File: src/rtl/led_step_ctrl.sv
// led_step_ctrl: key-controlled stepper that feeds the 3-8 LED decoder.
// Three active-low push-buttons go through a 2-flop synchronizer and a
// debouncer. Each press toggles run/pause, toggles the direction, or
// advances the speed. A prescaler derived from the board clock advances
// the 3-bit LED index.
//
// Ports
//   clk        system clock
//   rst        asynchronous reset, active-high
//   key_run    raw button, active-low: toggle run/pause
//   key_dir    raw button, active-low: toggle direction
//   key_speed  raw button, active-low: speed 0->1->2->3->0
//   idx        LED index, drives the decoder's sw input
//   step       one-cycle pulse in the cycle idx takes a new value
//   running    1 = stepping, 0 = paused
//   dir        0 = up, 1 = down
//   speed      rate select, step period = CLK_HZ >> speed cycles

// Synchronizer + debouncer + press detector for one active-low key.
module led_step_deb #(
  parameter int unsigned WIDTH   = 32,
  parameter int unsigned DEB_CYC = 16
) (
  input  logic clk,
  input  logic rst,
  input  logic key,
  output logic press_c
);

  localparam logic [WIDTH-1:0] CNT_LAST = WIDTH'(DEB_CYC - 1);

  logic [1:0]       sync;
  logic             level;
  logic             level_d;
  logic [WIDTH-1:0] cnt;

  // Released level is 1, so everything comes out of reset as "not pressed".
  always_ff @(posedge clk or posedge rst) begin
    if (rst) begin
      sync    <= 2'b11;
      level   <= 1'b1;
      level_d <= 1'b1;
      cnt     <= '0;
    end else begin
      sync    <= {sync[0], key};
      level_d <= level;
      if (sync[1] == level) begin
        cnt <= '0;
      end else if (cnt == CNT_LAST) begin
        level <= sync[1];
        cnt   <= '0;
      end else begin
        cnt <= cnt + WIDTH'(1);
      end
    end
  end

  // Only the debounced falling edge counts as a press.
  assign press_c = level_d & ~level;

endmodule

module led_step_ctrl #(
  parameter int unsigned CLK_HZ = 12000000,
  parameter int unsigned DEB_MS = 20,
  parameter int unsigned WIDTH  = 32
) (
  input  logic       clk,
  input  logic       rst,
  input  logic       key_run,
  input  logic       key_dir,
  input  logic       key_speed,
  output logic [2:0] idx,
  output logic       step,
  output logic       running,
  output logic       dir,
  output logic [1:0] speed
);

  localparam int unsigned      DEB_CYC = (CLK_HZ / 1000) * DEB_MS;
  localparam logic [WIDTH-1:0] CLK_CYC = WIDTH'(CLK_HZ);

  typedef enum logic {
    PAUSE = 1'b0,
    RUN   = 1'b1
  } state_t;

  state_t           state;
  state_t           state_nxt;
  logic [WIDTH-1:0] presc;
  logic [WIDTH-1:0] presc_nxt;
  logic [WIDTH-1:0] period_c;
  logic             terminal_c;
  logic [2:0]       idx_nxt;
  logic             step_nxt;
  logic             dir_nxt;
  logic [1:0]       speed_nxt;
  logic             run_ev_c;
  logic             dir_ev_c;
  logic             speed_ev_c;

  // One debouncer per key; the three keys act independently.
  led_step_deb #(.WIDTH(WIDTH), .DEB_CYC(DEB_CYC)) u_deb_run (
    .clk     (clk),
    .rst     (rst),
    .key     (key_run),
    .press_c (run_ev_c)
  );

  led_step_deb #(.WIDTH(WIDTH), .DEB_CYC(DEB_CYC)) u_deb_dir (
    .clk     (clk),
    .rst     (rst),
    .key     (key_dir),
    .press_c (dir_ev_c)
  );

  led_step_deb #(.WIDTH(WIDTH), .DEB_CYC(DEB_CYC)) u_deb_speed (
    .clk     (clk),
    .rst     (rst),
    .key     (key_speed),
    .press_c (speed_ev_c)
  );

  // Step period halves with each speed increment.
  assign period_c   = CLK_CYC >> speed;
  assign terminal_c = (presc == period_c - WIDTH'(1));

  // State and output registers.
  always_ff @(posedge clk or posedge rst) begin
    if (rst) begin
      state <= RUN;
      presc <= '0;
      idx   <= 3'd0;
      step  <= 1'b0;
      dir   <= 1'b0;
      speed <= 2'd0;
    end else begin
      state <= state_nxt;
      presc <= presc_nxt;
      idx   <= idx_nxt;
      step  <= step_nxt;
      dir   <= dir_nxt;
      speed <= speed_nxt;
    end
  end

  // Next-state logic. A run or speed event restarts the period, so neither
  // can coincide with a step; a dir event leaves the prescaler running.
  always_comb begin
    state_nxt = state;
    presc_nxt = presc;
    idx_nxt   = idx;
    step_nxt  = 1'b0;
    dir_nxt   = dir;
    speed_nxt = speed;

    if (run_ev_c) begin
      state_nxt = (state == RUN) ? PAUSE : RUN;
    end
    if (dir_ev_c) begin
      dir_nxt = ~dir;
    end
    if (speed_ev_c) begin
      speed_nxt = speed + 2'd1;
    end

    if ((state_nxt == PAUSE) || run_ev_c || speed_ev_c) begin
      presc_nxt = '0;
    end else if (terminal_c) begin
      presc_nxt = '0;
      step_nxt  = 1'b1;
      idx_nxt   = dir ? (idx - 3'd1) : (idx + 3'd1);
    end else begin
      presc_nxt = presc + WIDTH'(1);
    end
  end

  assign running = (state == RUN);

endmodule

File: config.mk
export PLATFORM = sky130hd
export DESIGN_NAME = led_step_ctrl
export DESIGN_NICKNAME = d
export VERILOG_FILES = /design/src/rtl/led_step_ctrl.sv
export SDC_FILE = /design/constraint.sdc
export NUM_CORES = 1
export LEC_CHECK = 0
export ABC_AREA = 1
export CORE_UTILIZATION = 50
export DETAILED_ROUTE_END_ITERATION = 8
export PLACE_DENSITY = 0.69
export SLEW_MARGIN = 20
export SYNTH_ARGS = -nofsm -noshare
export SYNTH_HDL_FRONTEND = slang
export SYNTH_SLANG_ARGS = --single-unit
export TNS_END_PERCENT = 100
File: constraint.sdc
create_clock -name clk -period 4.4 [get_ports clk]
set_clock_uncertainty 0.15 [all_clocks]
set_input_delay 0.44 -clock clk [delete_from_list [all_inputs] [get_ports clk]]
set_output_delay 0.44 -clock clk [all_outputs]
set_load 0.05 [all_outputs]
# Yosys cells after proc, flatten, opt, wreduce, memory -nomap -nowiden
# Index checks and enable logic that the tools add are counted.
# W data, S select, Z words.
# totals
register_bits,148
latchBits,0
mem_bits_rw,0
mem_bits_ro,0
inputBits,5
output_inout_bits,8
memories,0
# classes
addsub,8
multipliers,0
div_mod_pow,0
magnitude_cmp,0
eq_ne,7
n_shift,1
muxes,13
bitwise_logic,12
n_reduce_logical,6
# ops
operator,count
$mux W32,8
$add A32 B1 Y32 const B,4
$eq A32 B18 Y1 const B,3
$eq A32 B32 Y1,1
$shr A24 B2 Y32 const A,1
$sub A32 B1 Y32 const B,1
$not A1 Y1,9
$reduce_and A2 Y1,4
$mux W1,4
$add A3 B1 Y3 const B,1
$and A1 B1 Y1,3
$eq A1 B1 Y1,3
$mux W3,1
$sub A3 B1 Y3 const B,1
$add A2 B1 Y2 const B,1
$logic_or A1 B1 Y1,2

# Longest topological paths before layout
# depth
depth_word,8
depth_mapped,14
depth_no_buf,13

# Modules after synthesis
# Synthesis repeated with hierarchy kept, for this count alone.
# hier_totals
cells_unflattened,1282
hier_area_um2,9048.7
# modules_own_cells
module,instances,cells_per_inst,area_each_um2,seq_area_each_um2
led_step_deb,3,302,2124.5,905.9
led_step_ctrl,1,376,2675.1,1002.2

# Worst setup path after synthesis
# OpenSTA, ideal clock, no wires.
# synth_path
path_kind,register -> register
from,register speed[1]
to,register presc[6]
setup_ps,121
arrival_time_ps,2124
required_ps,4129
slack_ps,2005
path_stages_with_launch,15
synth_period_minus_slack_ps,2395
path_cell_list,dfrtp_1 inv_1 ha_1 inv_1 nand2_1 nand2_1 inv_1 nand2_1 nor2_2 nand2_1 nor2_1 nand2_1 nand2_2 buf_6 nor2_1
# synth_between
elab_chain_cells,5
# synth_lines
element,line,text
from (decl),77,output logic [1:0] speed
from (signal assigned),143,speed <= speed_nxt;
$shr A24 B2 Y32,125,assign period_c = CLK_CYC >> speed;
$sub A32 B1 Y32,126,assign terminal_c = (presc == period_c - WIDTH'(1));
$eq A32 B32 Y1,126,
$mux W32,169,end else if (terminal_c) begin
$mux W32,167,if ((state_nxt == PAUSE) || run_ev_c || speed_ev_c) begin
named net presc_nxt[6],91,logic [WIDTH-1:0] presc_nxt;
to (signal assigned),139,presc <= presc_nxt;
to (decl),90,logic [WIDTH-1:0] presc;
# The timed path passes the listed nets, and every way through them passes these cells.
# A chain may end at the register's enable or synchronous reset.

# Final worst setup path
# layout_path
from,register speed[1]
to,register presc[17]
# The elaborated chain is that of the path after synthesis.

==> metrics.md <==
| Metric | Value |
|---|---|
| Buffers inserted by post-CTS timing repair | 0 |
| Source of the worst register-to-register timing path | speed[1]$_DFFE_PP0P_ |
| Width of the chip | 133.9 um |
| Hold_sp | u_deb_dir.sync[0]$_DFF_PP1_ |
| Ratio of cells with drive above 1 in the final layout | 0.08010 |
| Pwr per Cell Area | 296.6 nW/um^2 |
| Most frequent cells in the layout | nand2_1 (300), nor2_1 (275), dfrtp_1 (135) |
| Post-synth top area cell | dfrtp_1 |
| Buffer cell driving the clock tree root | clkbuf_16 |
| Total Die Area | 17930 um^2 |
| Num CTS Buffers | 17 |
| Kind of launch point of the worst setup path | register |
| Portion of total power attributed to sequential cells | 0.483 |
| Required time reported for the critical path endpoint | 4540 ps |
| Synth-to-Final Area Change | 10.92% |
| Number of nets still failing antenna checks after routing | 0 |
| Number of failing setup endpoints in the final timing report | 0 |
| Internal power | 2215 uW |
| Post-place instance area | 9064 um^2 |
| Count of filler cells inserted in the layout | 1620 |
| Final period demand of the worst path | 2435 ps |
| Wire length of the first global-routing pass | 34420 um |
| Portion of total power attributed to the clock network | 0.494 |
| Clock sink count | 148 |
| Maximum Capacitance Violations | 0 |
| Period Utilization, post-route | 0.5535 |
| Cell depth of the worst hold path | 0 |
| CTS hold repair buffers | 0 |
| Overflow after GRT | 0 |
| Max Clk Rate | 410.6 MHz |
| Number of vias after detailed routing | 7247 |
| Largest vdd supply drop | 0.2825 mV |
| Fin. Hold Viols | 0 |
| Effective utilization at floorplan | 0.5189 |
| Total detailed-routing wirelength | 20210 um |
| Dominant cells by area after synthesis | dfrtp_1 (39%), nand2_1 (13%), nor2_1 (12%) |
| Synthesized Nets | 1197 |
| Non-filler instance count after layout | 1431 |
| IO Count | 13 |
| Sum of negative setup slack | 0 ps |
| Part of the Yosys area used for sequential elements | 0.4277 |
| Most frequent standard cell in the layout excluding fill and tap cells | nand2_1 |
| Largest net degree at the start of global routing | 149 |
| Path depth of the worst reg2reg path | 13 |
| Height of the die | 133.9 um |
| GP Congestion | 0.9383 |
| H-tree lvl count | 4 |
| Clock tree buffer depth | 2 |
| Yosys warnings | 0 |
| Capture point of the worst reg-to-reg path | presc[17]$_DFF_PP0_ |
| Switching power of the nets | 646.4 uW |
| Final Net Count | 1217 |
| WL/cell | 14.12 um |
| Cell count after placement | 1399 |
| Leakage Power | 0.003858 uW |
| Post-Layout Inst Area | 9647 um^2 |
| GR Util All Layers | 0.2438 |
| Area share of the leading cell type in the synthesized netlist | 0.3884 |
| Endpoint of the worst hold path | u_deb_dir.sync[1]$_DFF_PP1_ |
| Port Buf Inserts | 12 |
| Post-detailed-placement half-perimeter wirelength | 14920 um |
| Core Box Area | 16760 um^2 |
| Worst setup timing slack at the placement stage | 1968 ps |
| TritonCTS clock tree | done |
| Utilization of the core after routing | 0.5756 |
| Unique masters post-synth | 34 |
| Endpoint kind of the worst setup timing path | register |
| Number of slew-limit violations in the final report | 0 |
| Clock input transition at the sequential cells of the worst setup and hold paths | 60 ps |
| Power share of the combinational group | 0.023 |
| Outcome | complete, no violations |
| Worst-path maximum fanout | 22 |
| Number of global-route vias before repair | 7047 |
| Slack of the worst reg-to-reg path | 1960 ps |
| Violation count after the first detailed-route iteration | 544 |
| Slew at the pin closest to its max-slew limit | 1080 ps |
| Synthesized instance count | 1178 |
| Worst min path class | register to register |
| Number of optimization iterations in the first detailed-route pass | 7 |
| Netlist Area Pre-Place | 8697 um^2 |
| Final Worst Setup Slack | 1965 ps |
| RSZ-0062 raised after global routing | no |
| Avg Vias per Cell | 5.064 |
| Max transition margin | 0.2767 |
| Syn avg cell area | 7.383 um^2 |
| Synthesis-stage register bit count | 148 |
| Crit path DAT | 2580 ps |
| Number of antenna violations at the first check in global routing | 0 |
| Kind of critical path | register to register |
| Post-cts sizing count | 0 |
| Number of placement rows | 47 |
| Ant diodes | 0 |
| Sw Ratio | 0.2259 |
| Remaining design rule violation count | 0 |
| Clk_lat worst skew | 430 ps |
cell usage after synthesis, drive strengths merged:
cell type,instances
a211oi,2
and3,1
nor2,290
nand2,308
clkbuf,7
a21oi,7
nor4,5
ha,13
xor2,74
nor3,64
dfrtp,135
fa,1
nor3b,3
inv,130
o21ai,8
nand4,22
or2,4
o21bai,3
xnor2,24
buf,6
dfstp,13
nand3b,5
nand3,52
nand2b,1
power by group through the flow:
| stage | Combinational [uW] | Clock [uW] | Sequential (uW) |
|---|---|---|---|
| after floorplan | 49.5 | 0 | 1400 |
| after global placement | 67.7 | 0 | 1400 |
| after detailed placement | 69.6 | 0 | 1410 |
| after CTS | 69.6 | 1450 | 1380 |
| after global routing | 78.6 | 1500 | 1380 |
| final | 66.5 | 1410 | 1380 |
cells by family (layout without fill, tap and decap cells):
logic type,Yosys count,after routing,synth area share
and+or+nand+nor,755,755,0.3728
DFF,148,148,0.4277
buffers and inverters,143,176,0.06560
xor gates and xnor gates,98,98,0.09869
AOI/OAI and AO/OA,20,20,0.01424
adders and majority gates,14,14,0.02100
sequential cells by signal, summed over array words and instances, names as in the netlist:
name / count
running: 1
u_deb_speed.level: 1
u_deb_run.sync: 2
dir: 1
u_deb_dir.level: 1
u_deb_run.cnt: 32
u_deb_speed.sync: 2
u_deb_speed.cnt: 32
u_deb_speed.level_d: 1
idx: 3
u_deb_dir.level_d: 1
u_deb_dir.cnt: 32
presc: 32
speed: 2
u_deb_run.level: 1
step: 1
u_deb_run.level_d: 1
u_deb_dir.sync: 2
routing by layer:
| layer | vias to the layer above | global-route usage | part of all wire |
|---|---|---|---|
| met5 | - | 0 | 0 |
| met4 | 0 | 0.08460 | 0.020 |
| met3 | 41 | 0.04195 | 0.044 |
| met2 | 177 | 0.3935 | 0.46 |
| met1 | 3349 | 0.3306 | 0.48 |
| li1 | 3680 | - | - |
worst max-delay path, stage by stage, from the launching register on:
cell     delay, ps
dfrtp_1        480
inv_1          160
ha_1           380
inv_1           80
nand2_1         70
nand2_1         50
inv_1           40
nand2_1         50
nor2_2         100
nand2_1         60
nor2_1         130
nand2_1         80
nand2_2        360
nor2_1         110
layout make-up:
cell class,count,area [um^2],share of cell area
Inverter,130,491.7,0.05097
Sequential cell,148,3720,0.3856
Clock buffer,22,474.2,0.04916
Multi-Input combinational cell,887,4441,0.4603
Tap cell,220,275.3,0.02853
Timing Repair Buffer,14,147.6,0.01530
Clock inverter,10,97.59,0.01012
metrics by stage:
stage          power, uW  hold slack, ps
4_1_cts             2899           206.6
3_5_place_dp        1475           197.3
6_report            2861           205.9
3_3_place_gp        1473           195.3
5_1_grt             2961           208.3
2_1_floorplan       1453           195.2
how the worst max path moves through the flow:
stage          cells past startpoint  slack (ps)                   to                  from
2_1_floorplan                      1        1960      dir$_DFFE_PP0P_                   rst
3_3_place_gp                      13        2050  presc[20]$_DFF_PP0_  speed[1]$_DFFE_PP0P_
3_5_place_dp                      13        1970  presc[22]$_DFF_PP0_  speed[1]$_DFFE_PP0P_
4_1_cts                           13        1950  presc[17]$_DFF_PP0_  speed[1]$_DFFE_PP0P_
5_1_grt                           13        1680  presc[23]$_DFF_PP0_  speed[1]$_DFFE_PP0P_
6_report                          13        1960  presc[17]$_DFF_PP0_  speed[1]$_DFFE_PP0P_
No activity file was read; power rests on OpenSTA's default activity.
